==> src/rtl/uart_frame_parser.sv <==
// uart_frame_parser: assembles sync/cmd/len/payload/xor-checked frames from UART byte strobes and hands them off via valid/ready
module uart_frame_parser #(
  parameter logic [7:0] SYNC_BYTE = 8'hA5,
  parameter int MAX_LEN = 16,
  parameter int TIMEOUT_CYCLES = 50000
) (
  input  logic                 clk,
  input  logic                 resetn,
  input  logic [7:0]           rxData,
  input  logic                 rxValid,
  output logic                 frameValid,
  input  logic                 frameReady,
  output logic [7:0]           frameCmd,
  output logic [7:0]           frameLen,
  output logic [8*MAX_LEN-1:0] framePayload,
  output logic                 errValid,
  output logic [1:0]           errCode,
  output logic                 busy
);
  localparam int TW = $clog2(TIMEOUT_CYCLES);
  typedef enum logic [2:0] {IDLE, CMD, LEN, PAYLOAD, CHECK, HOLD} state_t;
  state_t state, nextState;
  logic [7:0] idx, csum;
  logic [TW-1:0] timer;
  logic errNext, timeout;
  logic [1:0] codeNext;
  assign timeout = (state inside {CMD, LEN, PAYLOAD, CHECK}) && !rxValid && timer == TW'(TIMEOUT_CYCLES - 1);
  always_comb begin
    nextState = state;
    errNext = 1'b0;
    codeNext = 2'd0;
    case (state)
      IDLE: if (rxValid && rxData == SYNC_BYTE) nextState = CMD;
      CMD: if (rxValid) nextState = LEN;
      LEN: if (rxValid) begin
        errNext = rxData > 8'(MAX_LEN);
        nextState = errNext ? IDLE : rxData == 8'd0 ? CHECK : PAYLOAD;
      end
      PAYLOAD: if (rxValid && idx == frameLen - 8'd1) nextState = CHECK;
      CHECK: if (rxValid) begin
        errNext = rxData != csum;
        codeNext = 2'd1;
        nextState = errNext ? IDLE : HOLD;
      end
      HOLD: begin
        if (frameValid && frameReady) nextState = IDLE;
        errNext = rxValid;
        codeNext = 2'd3;
      end
      default: nextState = IDLE;
    endcase
    if (timeout) begin
      nextState = IDLE;
      errNext = 1'b1;
      codeNext = 2'd2;
    end
  end
  always_ff @(posedge clk or negedge resetn)
    if (!resetn) begin
      state <= IDLE;
      frameValid <= 1'b0;
      frameCmd <= '0;
      frameLen <= '0;
      framePayload <= '0;
      errValid <= 1'b0;
      errCode <= '0;
      busy <= 1'b0;
      idx <= '0;
      csum <= '0;
      timer <= '0;
    end else begin
      state <= nextState;
      frameValid <= nextState == HOLD;
      busy <= nextState != IDLE;
      errValid <= errNext;
      if (errNext) errCode <= codeNext;
      timer <= (rxValid || state == IDLE || state == HOLD) ? '0 : timer + 1'b1;
      if (rxValid)
        case (state)
          IDLE: if (rxData == SYNC_BYTE) begin
            framePayload <= '0;
            idx <= '0;
          end
          CMD: begin
            frameCmd <= rxData;
            csum <= rxData;
          end
          LEN: begin
            csum <= csum ^ rxData;
            if (rxData <= 8'(MAX_LEN)) frameLen <= rxData;
          end
          PAYLOAD: begin
            csum <= csum ^ rxData;
            idx <= idx + 8'd1;
            for (int i = 0; i < MAX_LEN; i++) if (idx == 8'(i)) framePayload[8*i +: 8] <= rxData;
          end
          default: ;
        endcase
    end
endmodule
==> config.mk <==
export PLATFORM = sky130hd
export DESIGN_NAME = uart_frame_parser
export DESIGN_NICKNAME = d
export VERILOG_FILES = /design/src/rtl/uart_frame_parser.sv
export SDC_FILE = /design/constraint.sdc
export NUM_CORES = 1
export LEC_CHECK = 0
export CAP_MARGIN = 20
export CORE_ASPECT_RATIO = 0.5
export CORE_UTILIZATION = 53
export CTS_BUF_LIST = sky130_fd_sc_hd__clkbuf_8
export DETAILED_ROUTE_END_ITERATION = 8
export PLACE_DENSITY_LB_ADDON = 0.12
export SLEW_MARGIN = 30
export SYNTH_ARGS = -nofsm -noshare
export SYNTH_HDL_FRONTEND = slang
export SYNTH_SLANG_ARGS = --single-unit
==> constraint.sdc <==
create_clock -name clk -period 2.8 [get_ports clk]
set_input_delay 0.84 -clock clk [delete_from_list [all_inputs] [get_ports clk]]
set_output_delay 0.84 -clock clk [all_outputs]
set_load 0.02 [all_outputs]
==> qor.tcl, run 1 <==
set qor(yosys.area.top_type) {dfrtp_1}
set qor(cts-buffers-inserted) 17
set qor(drt-wirelength-per-cell_um) 16.52
set qor(synth_ff_type) {dfrtp_1}
set qor(port-buffer-count) 160
set qor(critical_path.max_stage_delay_ns) 0.47
set qor(design.core.area_um2) 13780
set qor(yosys_register_bits) 184
set qor(initial_antenna_violation_count) 0
set qor(report.final.setup_viol) 0
set qor(synth.lib_cells_used.distinct) 48
set qor(worstSkewPairLatency_ns) 0.45
set qor(dp.cells) 1142
set qor(ratio_of_routed_vias_to_standard_cells) 5.393
set qor(seq_area_frac_synth) 0.6040
set qor(hp-class) {input pin to async pin}
set qor(cp-start-kind) {input pin}
set qor(worstReg2RegStart) {idx[4]$_DFFE_PN0P_}
set qor(cts-root-to-sink-buffers) 2
set qor(crit_slowest_cell) {clkdlybuf4s50_1}
set qor(detailedPlace.worstSlack_ns) -0.1629
set qor(finalWorstSetupSlack_ns) 0.2664
set qor(critical_path.most_common_cell) {buf_4}
set qor(design.die.area_um2) 14900
set qor(timing_worst_slew_pin_value_ns) 0.7574
set qor(number_of_flops_mapped_to_enable_cells_by_yosys) 0
set qor(finClkSkew_ns) 0.01502
set qor(timing.rr.end) {framePayload[112]$_DFFE_PN0P_}
set qor(netlist_instances) 780
set qor(start_util) 0.5534
set qor(leakagePower_nw) 4.444
set qor(synth_nets) 798
set qor(reg2reg_depth) 7
set qor(detail_route.drc_violations) 0
set qor(dp_hpwl_um) 13750
set qor(final_max_slew_viol_count) 0
set qor(floorplan.io_pins) 161
set qor(gpl.final_weighted_congestion) 0.8954
set qor(grt_max_degree) 54
set qor(post_synth.cell_area_avg_um2) 9.774
set qor(htree_num_levels) 4
set qor(synth_commonest_cells) {206 x nand2_1, 184 x dfrtp_1, 155 x o21ai_0}
set qor(synthTopCellsByArea) {dfrtp_1 60%, o21ai_0 10%, nand2_1 10%, xor2_1 3.1%, clkbuf_1 1.8%}
set qor(cts_sinks) 184
set qor(max_cap_viol_count) 0
set qor(grt_usage) 0.2771
set qor(design.final.nets) 987
set qor(worstPathRequired_ns) 3.11
set qor(hold_viol_final) 0
set qor(async_flop_share) 1.000
set qor(totalNegativeSetupSlack_ns) 0
set qor(antenna_violating_nets_post_route) 0
set qor(result_of_the_run) {finished, final reports clean}
set qor(post_cts_resize_count) 0
set qor(fp.dieH_um) 86.81
set qor(post-route-period-util) 0.9049
set qor(post-cts-setup-buffer-count) 0
set qor(fillCellCount) 985
set qor(timing.critical_path.cells) {clkdlybuf4s50_1 -> buf_4 -> buf_4 -> nor4_2 -> xnor2_1 -> a311o_1 -> a31oi_1 -> a41oi_1}
set qor(cts_root_buffer) {clkbuf_8}
set qor(dr_total_vias) 6326
set qor(path_max_fanout) 3
set qor(route.final.wire_length_um) 19380
set qor(final_layout_size_suffix_gt1_frac) 0.09786
set qor(grt_overflow_total) 0
set qor(syn_area_um2) 7624
set qor(rsz0062_at_grt) {no}
set qor(syn2layout_area_growth_pct) 34.60
set qor(grt_pass1_vias) 5971
set qor(synthMostInstantiatedCell) {nand2_1}
set qor(power-per-cell-area_nw_per_um2) 455.0
set qor(yosysWarnings) 0
set qor(std_cell_rows) 30
set qor(fmax_ghz) 0.3947
set qor(r2r_setup_slack_ns) 0.55
set qor(area_share_of_the_largest_cell_type_after_synthesis) 0.6040
set qor(finish.cell_count_without_fillers) 1173
set qor(holdBufCountCts) 0
set qor(relSlewSlack) 0.4938
set qor(timing.setup.critical_path_class) {input pin to flop}
set qor(floorplan.die.width_um) 171.6
set qor(drt_first_pass_iters) 5
set qor(cts.clk_slew.worst_paths_ns) 0.11
set qor(critical_path_data_arrival_time_ns) 2.85
set qor(finalWorstPathRequiredPeriod_ns) 2.534
set qor(end_kind) {flop}
set qor(grt_pass1_wl_um) 31340
set qor(irDropWorstVdd_uv) 264.9
set qor(antenna-diode-count) 0
set qor(tritoncts_clock_tree) {built}
set qor(drtIter0Drc) 567
## cell families after synthesis
family / share of synthesized area
adders and majority gates: 0.009847
AOI/OAI and AO/OA: 0.1316
buffers and inverters: 0.02659
DFF: 0.6040
xor gates and xnor gates: 0.04481
muxes: 0.007221
and+or+nand+nor: 0.1759
## layout by cell type, fill, tap and decap left out, types with 12 or more instances in the layout
| cell type | count |
|---|---|
| clkbuf_8 | 17 |
| o21ai_0 | 155 |
| xnor2_1 | 12 |
| dfrtp_1 | 184 |
| clkdlybuf4s50_1 | 159 |
| buf_4 | 34 |
| nand2_1 | 206 |
| xor2_1 | 27 |
| nor2_1 | 27 |
| buf_12 | 16 |
## per-layer routing
layer	global-route usage	wire, um	vias to the layer above
met3	0.04475	1175	26
met5	0	0	-
met1	0.3829	8745	3077
li1	-	-	3000
met4	0.08523	281	0
met2	0.4549	9180	223
## layout make-up
type / instances / area (um2) / share of cell area
sequential: 184 / 4604 / 0.4487
multi-input combinational: 545 / 2820 / 0.2748
timing repair buffer: 210 / 2178 / 0.2123
tap: 192 / 240.2 / 0.02341
clock buffer: 17 / 234.0 / 0.02280
clock inverter: 14 / 142.6 / 0.01390
inverter: 11 / 41.29 / 0.004024
## report_power, final
part	internal [mW]	switching [mW]
Clock	0.651	1.04
Sequential	2.69	0.0284
Combinational	0.107	0.150
Total	3.45	1.22
## through the flow
step | power, mW | util | hold slack [ns] | area [um2]
floorplan | 2.874 | - | 0.4547 | 7624
global placement | 3.020 | 0.7173 | 0.4602 | 9881
detailed placement | 3.028 | 0.7175 | 0.4659 | 9884
CTS | 4.695 | 0.7449 | 0.3348 | 10260
global route | 4.845 | 0.7449 | 0.3525 | 10260
finish | 4.669 | 0.7449 | 0.3318 | 10260
## state kept, by name, indices dropped and copies added (netlist names)
| name | count |
|---|---|
| state | 3 |
| csum | 8 |
| errValid | 1 |
| frameValid | 1 |
| idx | 8 |
| framePayload | 128 |
| frameLen | 8 |
| busy | 1 |
| errCode | 2 |
| timer | 16 |
| frameCmd | 8 |
## critical path: cells and delay by family
| kind | cells | cell delay [ns] |
|---|---|---|
| AOI/OAI and AO/OA | 3 | 0.64 |
| buffers and inverters | 3 | 0.77 |
| xor gates and xnor gates | 1 | 0.17 |
| and+or+nand+nor | 1 | 0.41 |
## worst max path at each step
stage | from | endpoint | cells after the start
2_1_floorplan | rxData[6] | idx[7]$_DFFE_PN0P_ | 7
3_3_place_gp | rxData[6] | idx[7]$_DFFE_PN0P_ | 7
3_5_place_dp | rxData[6] | idx[7]$_DFFE_PN0P_ | 7
4_1_cts | rxData[6] | idx[7]$_DFFE_PN0P_ | 7
5_1_grt | rxData[2] | busy$_DFF_PN0_ | 7
6_report | rxData[3] | busy$_DFF_PN0_ | 8
(Power assumes the default switching activity.)
==> run 2: changes to the inputs <==
- GPL_ROUTABILITY_DRIVEN: not set -> 0
==> results of run 2 <==
The final DEF is identical to that of run 1; final timing and power are the same.
==> run 3: changes to the inputs <==
- clock period: 2.8 -> 2.5 ns (I/O delays scaled with it)
==> run 3 against run 2 <==
- sequential share of layout area is 0.51 points lower
- clock skew is 0.0036 ns higher
- flip-flop and latch count stayed put
- wire length is 0.40% lower
- worst setup slack worse by 0.20 ns
- final area is 1.1% higher
- first-iteration DRC count is 21% lower
==> qor.tcl, run 3 (synthesis gave the netlist of run 1 again) <==
set qor(timing.setup.critical_path_class) {input pin to flop}
set qor(cts-buffers-inserted) 17
set qor(fillCellCount) 940
set qor(drt_first_pass_iters) 5
set qor(top_signal_layer_used) {met4}
set qor(multi_input_combinational_cell_area_um2) 2816
set qor(wl_met2_um) 9076
set qor(antenna-diode-count) 0
set qor(rsz0062_at_grt) {no}
set qor(path_max_fanout) 3
set qor(report.final.setup_viol) 0
set qor(drt-wirelength-per-cell_um) 16.30
set qor(wl_met1_um) 8948
set qor(regArea_um2) 4604
set qor(power.combinational.fraction) 0.054
set qor(largest_registers) {framePayload x128, timer x16}
set qor(critical_path_data_arrival_time_ns) 2.81
set qor(total_switching_power_mw) 1.422
set qor(finish.cell_count_without_fillers) 1184
set qor(floorplan.io_pins) 161
set qor(cts_root_buffer) {clkbuf_8}
set qor(syn2layout_area_growth_pct) 36.14
set qor(route.met3.wl_um) 1026
set qor(worstPathRequired_ns) 2.88
set qor(dr_total_vias) 6348
set qor(final_max_slew_viol_count) 0
set qor(cts_sinks) 184
set qor(cts.clk_slew.worst_paths_ns) 0.12
set qor(power.total_mw) 5.357
set qor(post-route-period-util) 0.9739
set qor(end_kind) {flop}
set qor(initial_antenna_violation_count) 0
set qor(largest_register) {framePayload}
set qor(grt_pass1_wl_um) 30660
set qor(detail_route.drc_violations) 0
set qor(holdBufCountCts) 0
set qor(antenna_violating_nets_post_route) 0
set qor(leakagePower_nw) 4.530
set qor(std_cell_rows) 30
set qor(most-common-layout-cells) {206 x nand2_1, 184 x dfrtp_1, 159 x clkdlybuf4s50_1}
set qor(post-cts-setup-buffer-count) 0
set qor(fmax_ghz) 0.4107
set qor(floorplan.die.width_um) 171.6
set qor(dp.cells) 1152
set qor(htree_num_levels) 4
set qor(finalWorstPathRequiredPeriod_ns) 2.435
set qor(design.final.nets) 997
set qor(cts-root-to-sink-buffers) 2
set qor(share_seq_of_total_power) 0.568
set qor(finish.instance_area_um2) 10380
set qor(swShare) 0.2655
set qor(drtIter0Drc) 447
set qor(hp-class) {input pin to async pin}
set qor(grt_usage) 0.2720
set qor(design.die.area_um2) 14900
set qor(cp-start-kind) {input pin}
set qor(max_cap_viol_count) 0
set qor(post_dp_cell_area_um2) 9956
set qor(grt_pass1_vias) 5869
set qor(dp_hpwl_um) 13740
set qor(worstSkewPairLatency_ns) 0.46
set qor(grt_overflow_total) 0
set qor(power_frac_clock) 0.377
set qor(hold_viol_final) 0
set qor(fin_hold_ws_ns) 0.2188
set qor(grt_max_degree) 55
set qor(irDropWorstVdd_uv) 305.7
set qor(final_layout_size_suffix_gt1_frac) 0.1069
set qor(layout_commonest_cell) {nand2_1}
set qor(start_util) 0.5534
set qor(result_of_the_run) {finished, final reports clean}
set qor(route.final.wire_length_um) 19300
set qor(relSlewSlack) 0.5284
set qor(design.core.area_um2) 13780
set qor(tritoncts_clock_tree) {built}
set qor(layout.core_utilization) 0.7534
set qor(fp.dieH_um) 86.81
set qor(power-per-cell-area_nw_per_um2) 516.1
set qor(finClkSkew_ns) 0.01861
set qor(cell_internal_pwr_mw) 3.934
set qor(port-buffer-count) 160
set qor(number_of_flip_flops_under_the_largest_register_name) 128
set qor(ratio_of_routed_vias_to_standard_cells) 5.361
set qor(timing_worst_slew_pin_value_ns) 0.7058
==> run 3: changes by cell type in the layout (fill, tap and decap cells not counted), sizes merged <==
| cell | delta |
|---|---|
| buf | +10 |
| clkinvlp | -5 |
| clkinv | +4 |
| clkbuf | +1 |
| inv | +1 |
==> run 3: worst max-delay path: stages <==
cell,delay (ns)
clkdlybuf4s50_1,0.46
or4b_4,0.58
nor4_2,0.15
o21a_2,0.20
nand4_2,0.14
or3_1,0.38
a21oi_1,0.15
==> run 3: final timing paths <==
path	from	end	slack, ns	cells past startpoint
min in group clk	frameCmd[0]$_DFFE_PN0P_	frameCmd[0]$_DFFE_PN0P_	0.49	2
worst max register to register	idx[4]$_DFFE_PN0P_	framePayload[106]$_DFFE_PN0P_	0.17	7
worst min-delay path	resetn	framePayload[86]$_DFFE_PN0P_	0.22	1
worst min register to register	frameCmd[0]$_DFFE_PN0P_	frameCmd[0]$_DFFE_PN0P_	0.49	2
max in group asynchronous	resetn	csum[4]$_DFFE_PN0P_	1.62	2
worst max-delay path	rxData[6]	idx[7]$_DFFE_PN0P_	0.07	7
==> run 3: area by class of cell <==
cell class                      instances  share of cell area
Sequential cell                       184              0.4436
Multi-Input combinational cell        545              0.2714
Timing Repair Buffer                  220              0.2171
Clock buffer                           18             0.02387
Tap cell                              192             0.02315
Clock inverter                         14             0.01688
Inverter                               11            0.003978
==> run 3: power groups by stage <==
stage	clock (mW)	combinational, mW	sequential, mW
after floorplan	0	0.110	3.11
after global placement	0	0.288	3.10
after detailed placement	0	0.294	3.10
after CTS	2.06	0.296	3.04
after global routing	2.16	0.326	3.05
final	2.02	0.292	3.04
==> run 3: metal layers <==
| layer | track usage | vias to the layer above |
|---|---|---|
| li1 | - | 3035 |
| met1 | 0.3804 | 3091 |
| met2 | 0.4431 | 196 |
| met3 | 0.04429 | 26 |
| met4 | 0.07873 | 0 |
| met5 | 0 | - |
==> run 3: what timing repair did <==
item | CTS | global route
endpoints found under the hold margin | 0 | 0
setup endpoints to repair | 0 | 1
resized for setup | 0 | 1
==> run 3: through the flow <==
| step | setup slack (ns) | setup TNS (ns) |
|---|---|---|
| 5_1_grt | 0.005929 | 0 |
| 3_5_place_dp | -0.3664 | -44.06 |
| 2_1_floorplan | 0.1220 | 0 |
| 6_report | 0.06529 | 0 |
| 3_3_place_gp | -0.4010 | -42.16 |
| 4_1_cts | 0.1056 | 0 |
